<file path="config.mk">
export PLATFORM = sky130hd
export DESIGN_NAME = dac_axi_writer
export DESIGN_NICKNAME = d
export VERILOG_FILES = /design/src/rtl/dac_axi_writer.sv
export SDC_FILE = /design/constraint.sdc
export NUM_CORES = 1
export LEC_CHECK = 0
export ABC_AREA = 1
export BUFFER_PORTS_ARGS = -buffer_cell sky130_fd_sc_hd__buf_2
export CAP_MARGIN = 20
export CELL_PAD_IN_SITES_DETAIL_PLACEMENT = 1
export CELL_PAD_IN_SITES_GLOBAL_PLACEMENT = 1
export CORE_MARGIN = 8
export CORE_UTILIZATION = 47
export DETAILED_ROUTE_END_ITERATION = 8
export HOLD_SLACK_MARGIN = 0.08
export PLACE_DENSITY_LB_ADDON = 0.25
export SLEW_MARGIN = 20
export SYNTH_ARGS = -nofsm -noshare
export SYNTH_HDL_FRONTEND = slang
export SYNTH_SLANG_ARGS = --single-unit
export TNS_END_PERCENT = 5
</file>
<file path="constraint.sdc">
create_clock -name axi_aclk -period 2.44 [get_ports axi_aclk]
set_input_delay 0.122 -clock axi_aclk [delete_from_list [all_inputs] [get_ports axi_aclk]]
set_output_delay 0.122 -clock axi_aclk [all_outputs]
set_load 0.1 [all_outputs]
</file>
<file path="src/rtl/dac_axi_writer.sv">
// Buffers an 8-bit sample stream and writes it to memory as AXI4 write bursts.
// Define DAC_WR_TIMEOUT_EN to add a write-response timeout.
module dac_axi_writer #(
    parameter int unsigned       ADDR_W    = 16,
    parameter int unsigned       BURST_LEN = 16,
    parameter logic [ADDR_W-1:0] BASE_ADDR = '0
) (
    input  logic              axi_aclk,
    input  logic              axi_areset,
    input  logic              s_axis_tvalid,
    output logic              s_axis_tready,
    input  logic [7:0]        s_axis_tdata,
    input  logic              s_axis_tlast,
    output logic [ADDR_W-1:0] axi_awaddr,
    output logic [7:0]        axi_awlen,
    output logic              axi_awvalid,
    input  logic              axi_awready,
    output logic [7:0]        axi_wdata,
    output logic              axi_wvalid,
    input  logic              axi_wready,
    output logic              axi_wlast,
    input  logic [1:0]        axi_bresp,
    input  logic              axi_bvalid,
    output logic              axi_bready,
    output logic              busy,
    output logic              error
);

    localparam int unsigned CW = $clog2(BURST_LEN + 1);
    localparam int unsigned IW = (BURST_LEN > 1) ? $clog2(BURST_LEN) : 1;

    typedef enum logic [1:0] {StFill, StBurst, StResp} state_e;

    state_e            state_q, state_d;
    logic [CW-1:0]     count_q, count_d;
    logic [ADDR_W-1:0] cur_addr_q, cur_addr_d;
    logic              frame_end_q, frame_end_d;
    logic              awvalid_q, awvalid_d;
    logic [ADDR_W-1:0] awaddr_q, awaddr_d;
    logic [7:0]        awlen_q, awlen_d;
    logic              wvalid_q, wvalid_d;
    logic [7:0]        beat_q, beat_d;
    logic              aw_done_q, aw_done_d;
    logic              w_done_q, w_done_d;
    logic              error_q, error_d;
    logic              tready_q, tready_d;
    logic [7:0]        mem_q [BURST_LEN];
`ifdef DAC_WR_TIMEOUT_EN
    logic [7:0]        tmo_q, tmo_d;
`endif

    logic s_hs, aw_hs, w_hs, wlast, resp_done;

    assign s_hs  = (state_q == StFill) && s_axis_tvalid && tready_q;
    assign aw_hs = awvalid_q && axi_awready;
    assign w_hs  = wvalid_q && axi_wready;
    assign wlast = wvalid_q && (beat_q == awlen_q);

    always_comb begin
        state_d     = state_q;
        count_d     = count_q;
        cur_addr_d  = cur_addr_q;
        frame_end_d = frame_end_q;
        awvalid_d   = awvalid_q;
        awaddr_d    = awaddr_q;
        awlen_d     = awlen_q;
        wvalid_d    = wvalid_q;
        beat_d      = beat_q;
        aw_done_d   = aw_done_q;
        w_done_d    = w_done_q;
        error_d     = error_q;
        resp_done   = 1'b0;
`ifdef DAC_WR_TIMEOUT_EN
        tmo_d       = '0;
`endif
        case (state_q)
            StFill: begin
                if (s_hs) begin
                    count_d = count_q + 1'b1;
                    if ((count_d == CW'(BURST_LEN)) || s_axis_tlast) begin
                        // AW and first W beat are offered together.
                        state_d     = StBurst;
                        frame_end_d = s_axis_tlast;
                        awvalid_d   = 1'b1;
                        wvalid_d    = 1'b1;
                        awaddr_d    = cur_addr_q;
                        awlen_d     = 8'(count_q);
                        beat_d      = '0;
                        aw_done_d   = 1'b0;
                        w_done_d    = 1'b0;
                    end
                end
            end
            StBurst: begin
                if (aw_hs) begin
                    awvalid_d = 1'b0;
                    aw_done_d = 1'b1;
                end
                if (w_hs) begin
                    if (wlast) begin
                        wvalid_d = 1'b0;
                        w_done_d = 1'b1;
                    end else begin
                        beat_d = beat_q + 8'd1;
                    end
                end
                if ((aw_done_q || aw_hs) && (w_done_q || (w_hs && wlast))) begin
                    state_d = StResp;
                end
            end
            StResp: begin
`ifdef DAC_WR_TIMEOUT_EN
                tmo_d = tmo_q + 8'd1;
`endif
                if (axi_bvalid) begin
                    resp_done = 1'b1;
                    if (axi_bresp != 2'b00) error_d = 1'b1;
`ifdef DAC_WR_TIMEOUT_EN
                end else if (tmo_q == 8'd254) begin
                    resp_done = 1'b1;
                    error_d   = 1'b1;
`endif
                end
                if (resp_done) begin
                    state_d    = StFill;
                    count_d    = '0;
                    cur_addr_d = frame_end_q ? BASE_ADDR
                                             : cur_addr_q + ADDR_W'(awlen_q) + ADDR_W'(1);
                end
            end
            default: state_d = StFill;
        endcase
        tready_d = (state_d == StFill) && (count_d < CW'(BURST_LEN));
    end

    always_ff @(posedge axi_aclk) begin
        if (axi_areset) begin
            state_q     <= StFill;
            count_q     <= '0;
            cur_addr_q  <= BASE_ADDR;
            frame_end_q <= 1'b0;
            awvalid_q   <= 1'b0;
            awaddr_q    <= BASE_ADDR;
            awlen_q     <= '0;
            wvalid_q    <= 1'b0;
            beat_q      <= '0;
            aw_done_q   <= 1'b0;
            w_done_q    <= 1'b0;
            error_q     <= 1'b0;
            tready_q    <= 1'b0;
`ifdef DAC_WR_TIMEOUT_EN
            tmo_q       <= '0;
`endif
        end else begin
            state_q     <= state_d;
            count_q     <= count_d;
            cur_addr_q  <= cur_addr_d;
            frame_end_q <= frame_end_d;
            awvalid_q   <= awvalid_d;
            awaddr_q    <= awaddr_d;
            awlen_q     <= awlen_d;
            wvalid_q    <= wvalid_d;
            beat_q      <= beat_d;
            aw_done_q   <= aw_done_d;
            w_done_q    <= w_done_d;
            error_q     <= error_d;
            tready_q    <= tready_d;
`ifdef DAC_WR_TIMEOUT_EN
            tmo_q       <= tmo_d;
`endif
        end
    end

    // Sample storage needs no reset; count_q alone marks valid entries.
    always_ff @(posedge axi_aclk) begin
        if (!axi_areset && s_hs) begin
            mem_q[count_q[IW-1:0]] <= s_axis_tdata;
        end
    end

    assign s_axis_tready = tready_q;
    assign axi_awaddr    = awaddr_q;
    assign axi_awlen     = awlen_q;
    assign axi_awvalid   = awvalid_q;
    assign axi_wvalid    = wvalid_q;
    assign axi_wlast     = wlast;
    assign axi_wdata     = wvalid_q ? mem_q[beat_q[IW-1:0]] : 8'h00;
    assign axi_bready    = (state_q == StResp);
    assign busy          = (state_q != StFill) || (count_q != '0);
    assign error         = error_q;

endmodule

</file>
==> run summary <==
The initial DRC count came out at 399. Entering global routing, the biggest net connects 65 pins. The run gives 47.6% as the effective utilization at floorplan.

The actual slew at the worst max-slew pin came out at 0.604 ns. The tools report the number of vias after detailed routing as 6,327. The cell at the slowest stage of the critical path was dfxtp_4. The number of cells on the worst reg-to-reg path came out at 11. The run gives 36.8 mm as the wire length of the first global-routing pass. Of all nets on the critical path, the largest fanout is 24.

For this design the top-level I/O count stands at 56. The chip width is 148 um. In this run the worst hold path is classified as in2reg. The via count of the first global-routing pass was 6,874. The logs give 0 for the initial antenna violation count and 0 for the number of warnings reported in the yosys synthesis log.

Clock tree synthesis selected as its root buffer the cell clkbuf_16. The static leakage was 3.48 nW; the largest clock skew in the final design was 0.0111 ns. The core region area came out at 0.0171 sq mm. The tools report the nature of the critical path startpoint as a flip-flop. The setup check on the worst reg-to-reg path leaves a slack of 0.29 ns. Global routing consumed, over all layers together, 21.6% of the routing resources. The logic depth of the worst path, buffers included was 7.

The tools report the post-synthesis sequential area ratio as 62.7%. The count of buffers inserted at the top-level ports was 52; the H-tree depth was 4. Post-detailed-route via-to-cell ratio: 5.64. For the maximum root-to-sink buffer count, the log shows 2. In the synthesized netlist the dominant register cell turns out to be edfxtp_1. After synthesis, the netlist uses 37 different library cells.

Fraction of registers with async set/reset: 0%. The most critical setup path has its endpoint at axi_wdata[7]. After layout, the minimum clock period comes to 2.35 ns. For this block, the routed nets add up to 23.1 mm of wire. The antenna diode instance count is 0.

The startpoint identified for the worst register-to-register timing path is axi_wvalid. The run gives 17 as the total clock buffers created by CTS. The longest individual stage delay on the worst path was 0.43 ns; the sink count of the clock tree was 191. Summing all non-filler instances in the final layout gives an area of 0.00963 sq mm.

TritonCTS built the clock tree. The signal on the critical path passes through inv_1, buf_4, o21ai_0, o221ai_1, o211ai_1, a21oi_2, buf_12. At the later pin of the worst-skew pair, clock insertion delay measures 0.44 ns. The fmax came out at 426 MHz.

In the synthesized netlist, the number of instances is 801. Across the run, the number of max-cap violations was 0. The total overflow left after global routing is 0.

The worst setup path is captured at an output port. The number of enable-type register cells in the synthesized netlist is 128. The fraction of layout cells with a size suffix above 1 is 17.5%.

Dividing the detail-routed wire length by the instance count gives 20.6 um. The post-synthesis cell area came out at 0.00814 sq mm. For this design the ratio of total power to cell area is 701 mW/mm^2.

In this run the tightest slew margin relative to its limit is 59.6%. Setup repair after global routing could not meet its margin everywhere. For the setup violation total in the final timing report, the log shows 0. The tightest hold path in the finished design has a slack of 0.0955 ns. The mean post-synth cell area is 10.2 sq um.

Once detailed placement completed, the half-perimeter wirelength came to 15.7 mm. The die covers 0.0218 sq mm. The count of nets left with antenna violations after detail routing came out at 0. The initialized floorplan defines 48 standard-cell rows. Clock-pin slew was measured on the worst setup and hold paths at 0.07 ns. After detailed placement, the total cell area comes to 0.00886 sq mm. The signed area change from the synthesized netlist to the final layout is 18.3%.

The number of iterations in the first detailed-routing pass came out at 4. The combined buffer and inverter count along the critical path works out to 3. The endpoint identified for the worst register-to-register timing path is state_q[1].

The synthesized design contains 191 register bits. The worst setup path is of the reg2out kind. The share of the cycle needed by the critical path after routing is 96.2%.

Grouping stages by cell kind, the critical path spends the most delay in compound AO/OA/AOI/OAI gates. The run finished with clean final reports. Number of pins exceeding their max-slew limit in the final report: 0.

For the worst setup path, the data required time is 2.32 ns. The layout has 1,868 filler cells. The total count of hold-check failures in the final report is 0, and the worst ir drop on vdd is 0.494 mV. Routability-driven placement finished with a final weighted congestion of 0.812.

The die is 148 um tall. For this run, design rule violations remaining after detail routing come to 0. STA puts the critical path data arrival time at 2.22 ns. After the last flow step, the layout net total stands at 912.
[synthesized netlist by cell type (3+ instances only)]
cell type	n	area (sq um)
nand3_2	3	30.0
dfxtp_1	63	1260
buf_4	5	37.5
o221ai_1	23	201
inv_2	8	30.0
inv_1	56	210
nor2_2	4	25.0
nand2_1	110	413
nand2_4	3	33.8
o21ai_1	11	55.1
nand4_1	7	43.8
nor2_1	105	394
nand3_1	51	255
xor2_1	4	35.0
clkbuf_1	19	71.3
nor3_1	6	30.0
ha_1	11	138
o21ai_0	71	355
o22ai_1	9	56.3
edfxtp_1	128	3840
nand2_2	4	25.0
a21oi_1	59	295
buf_2	12	60.1
o211ai_1	11	82.6
[worst reg2reg max path, delay by kind of cell, from the launching register on]
kind | cells | cell delay [ns]
DFF | 1 | 0.36
buffers and inverters | 3 | 0.78
and+or+nand+nor | 6 | 0.70
AOI/OAI and AO/OA | 2 | 0.27
[layout by cell type, fill, tap and decap left out, drive strengths merged]
cell | Yosys | routed
o22ai | 9 | 9
or2 | 1 | 1
dlygate4sd3 | 0 | 11
conb | 1 | 3
clkbuf | 19 | 17
a31oi | 2 | 2
clkinvlp | 0 | 3
xor2 | 4 | 4
xnor2 | 2 | 2
a21oi | 59 | 59
a21boi | 1 | 1
fa | 1 | 1
o21ai | 82 | 82
nor2 | 110 | 110
nand3 | 54 | 54
clkinv | 2 | 7
ha | 11 | 11
buf | 20 | 89
nor3b | 2 | 2
nor4 | 1 | 1
edfxtp | 128 | 128
inv | 64 | 69
dfxtp | 63 | 63
nand2 | 117 | 117
o221ai | 23 | 23
bufinv | 0 | 2
o211ai | 11 | 11
nor3 | 7 | 7
nand4 | 7 | 7
[logic make-up (layout without fill, tap and decap cells)]
family / Yosys count / count (layout) / share of synthesized area, %
simple gates: 299 / 299 / 16.0
flops: 191 / 191 / 62.7
fa+ha+maj: 12 / 12 / 1.94
compound gates: 187 / 187 / 13.2
xor+xnor: 6 / 6 / 0.645
other cells: 1 / 3 / 0.0460
buf+inv: 105 / 198 / 5.44
[how the worst min path moves through the flow]
stage                    startpoint          end  cells past startpoint
global placement       axi_bresp[0]        error                      3
floorplan           s_axis_tdata[0]  mem_q[0][0]                      0
detailed placement     axi_bresp[0]        error                      3
global route        s_axis_tdata[1]  mem_q[8][1]                      1
finish              s_axis_tdata[1]  mem_q[4][1]                      1
CTS                 s_axis_tdata[1]  mem_q[8][1]                      1
[report_power, final]
part           internal [mW]  total (mW)  switching, mW  leakage, nW
logic                 0.0960       0.432          0.336         1.54
registers               3.46        3.48         0.0154         1.66
clock network           1.54        2.85           1.30        0.286
[final cells by class]
cell class,instances,area [sq um],share of cell area (%)
clock buffers,17,425,4.42
multi-input cells,507,2630,27.3
clock inverters,15,180,1.87
well taps,225,282,2.92
repair buffers,100,756,7.84
flip-flops and latches,191,5110,53.0
inverters,66,248,2.57
[repair_timing]
| item | in CTS | in global routing |
|---|---|---|
| hold buffers | 11 | 0 |
| pin swaps | 1 | 1 |
| gates resized for setup | 7 | 4 |
| hold endpoints to repair | 51 | 0 |
| buffers inserted | 0 | 3 |
| endpoints found under the setup margin | 8 | 6 |
[per-stage QoR]
stage	instances	setup WS (ns)	TNS, ns	utilization (%)	total power [mW]
floorplan	803	-0.352	-4.10	-	3.83
global placement	1075	0.267	0	51.7	3.96
detailed placement	1075	0.146	0	51.7	3.97
CTS	1118	0.0329	0	56.1	6.79
global route	1121	-0.0301	-0.0434	56.3	6.93
finish	1121	0.0938	0	56.3	6.75
[state kept, by name (all words and copies together) (netlist names), 2 cells and up, named ones only]
name and count:
mem_q 128, axi_awaddr 16, cur_addr_q 16, beat_q 8
axi_awlen 5, count_q 5, state_q 2
[routing by layer]
metal  GRT usage [%]  share of wire, %
met4            8.98               2.4
met2            37.9                52
met3            4.37               3.4
met5               0                 0
met1            25.4                42
Note: power is estimated with default switching activity, not from simulation.
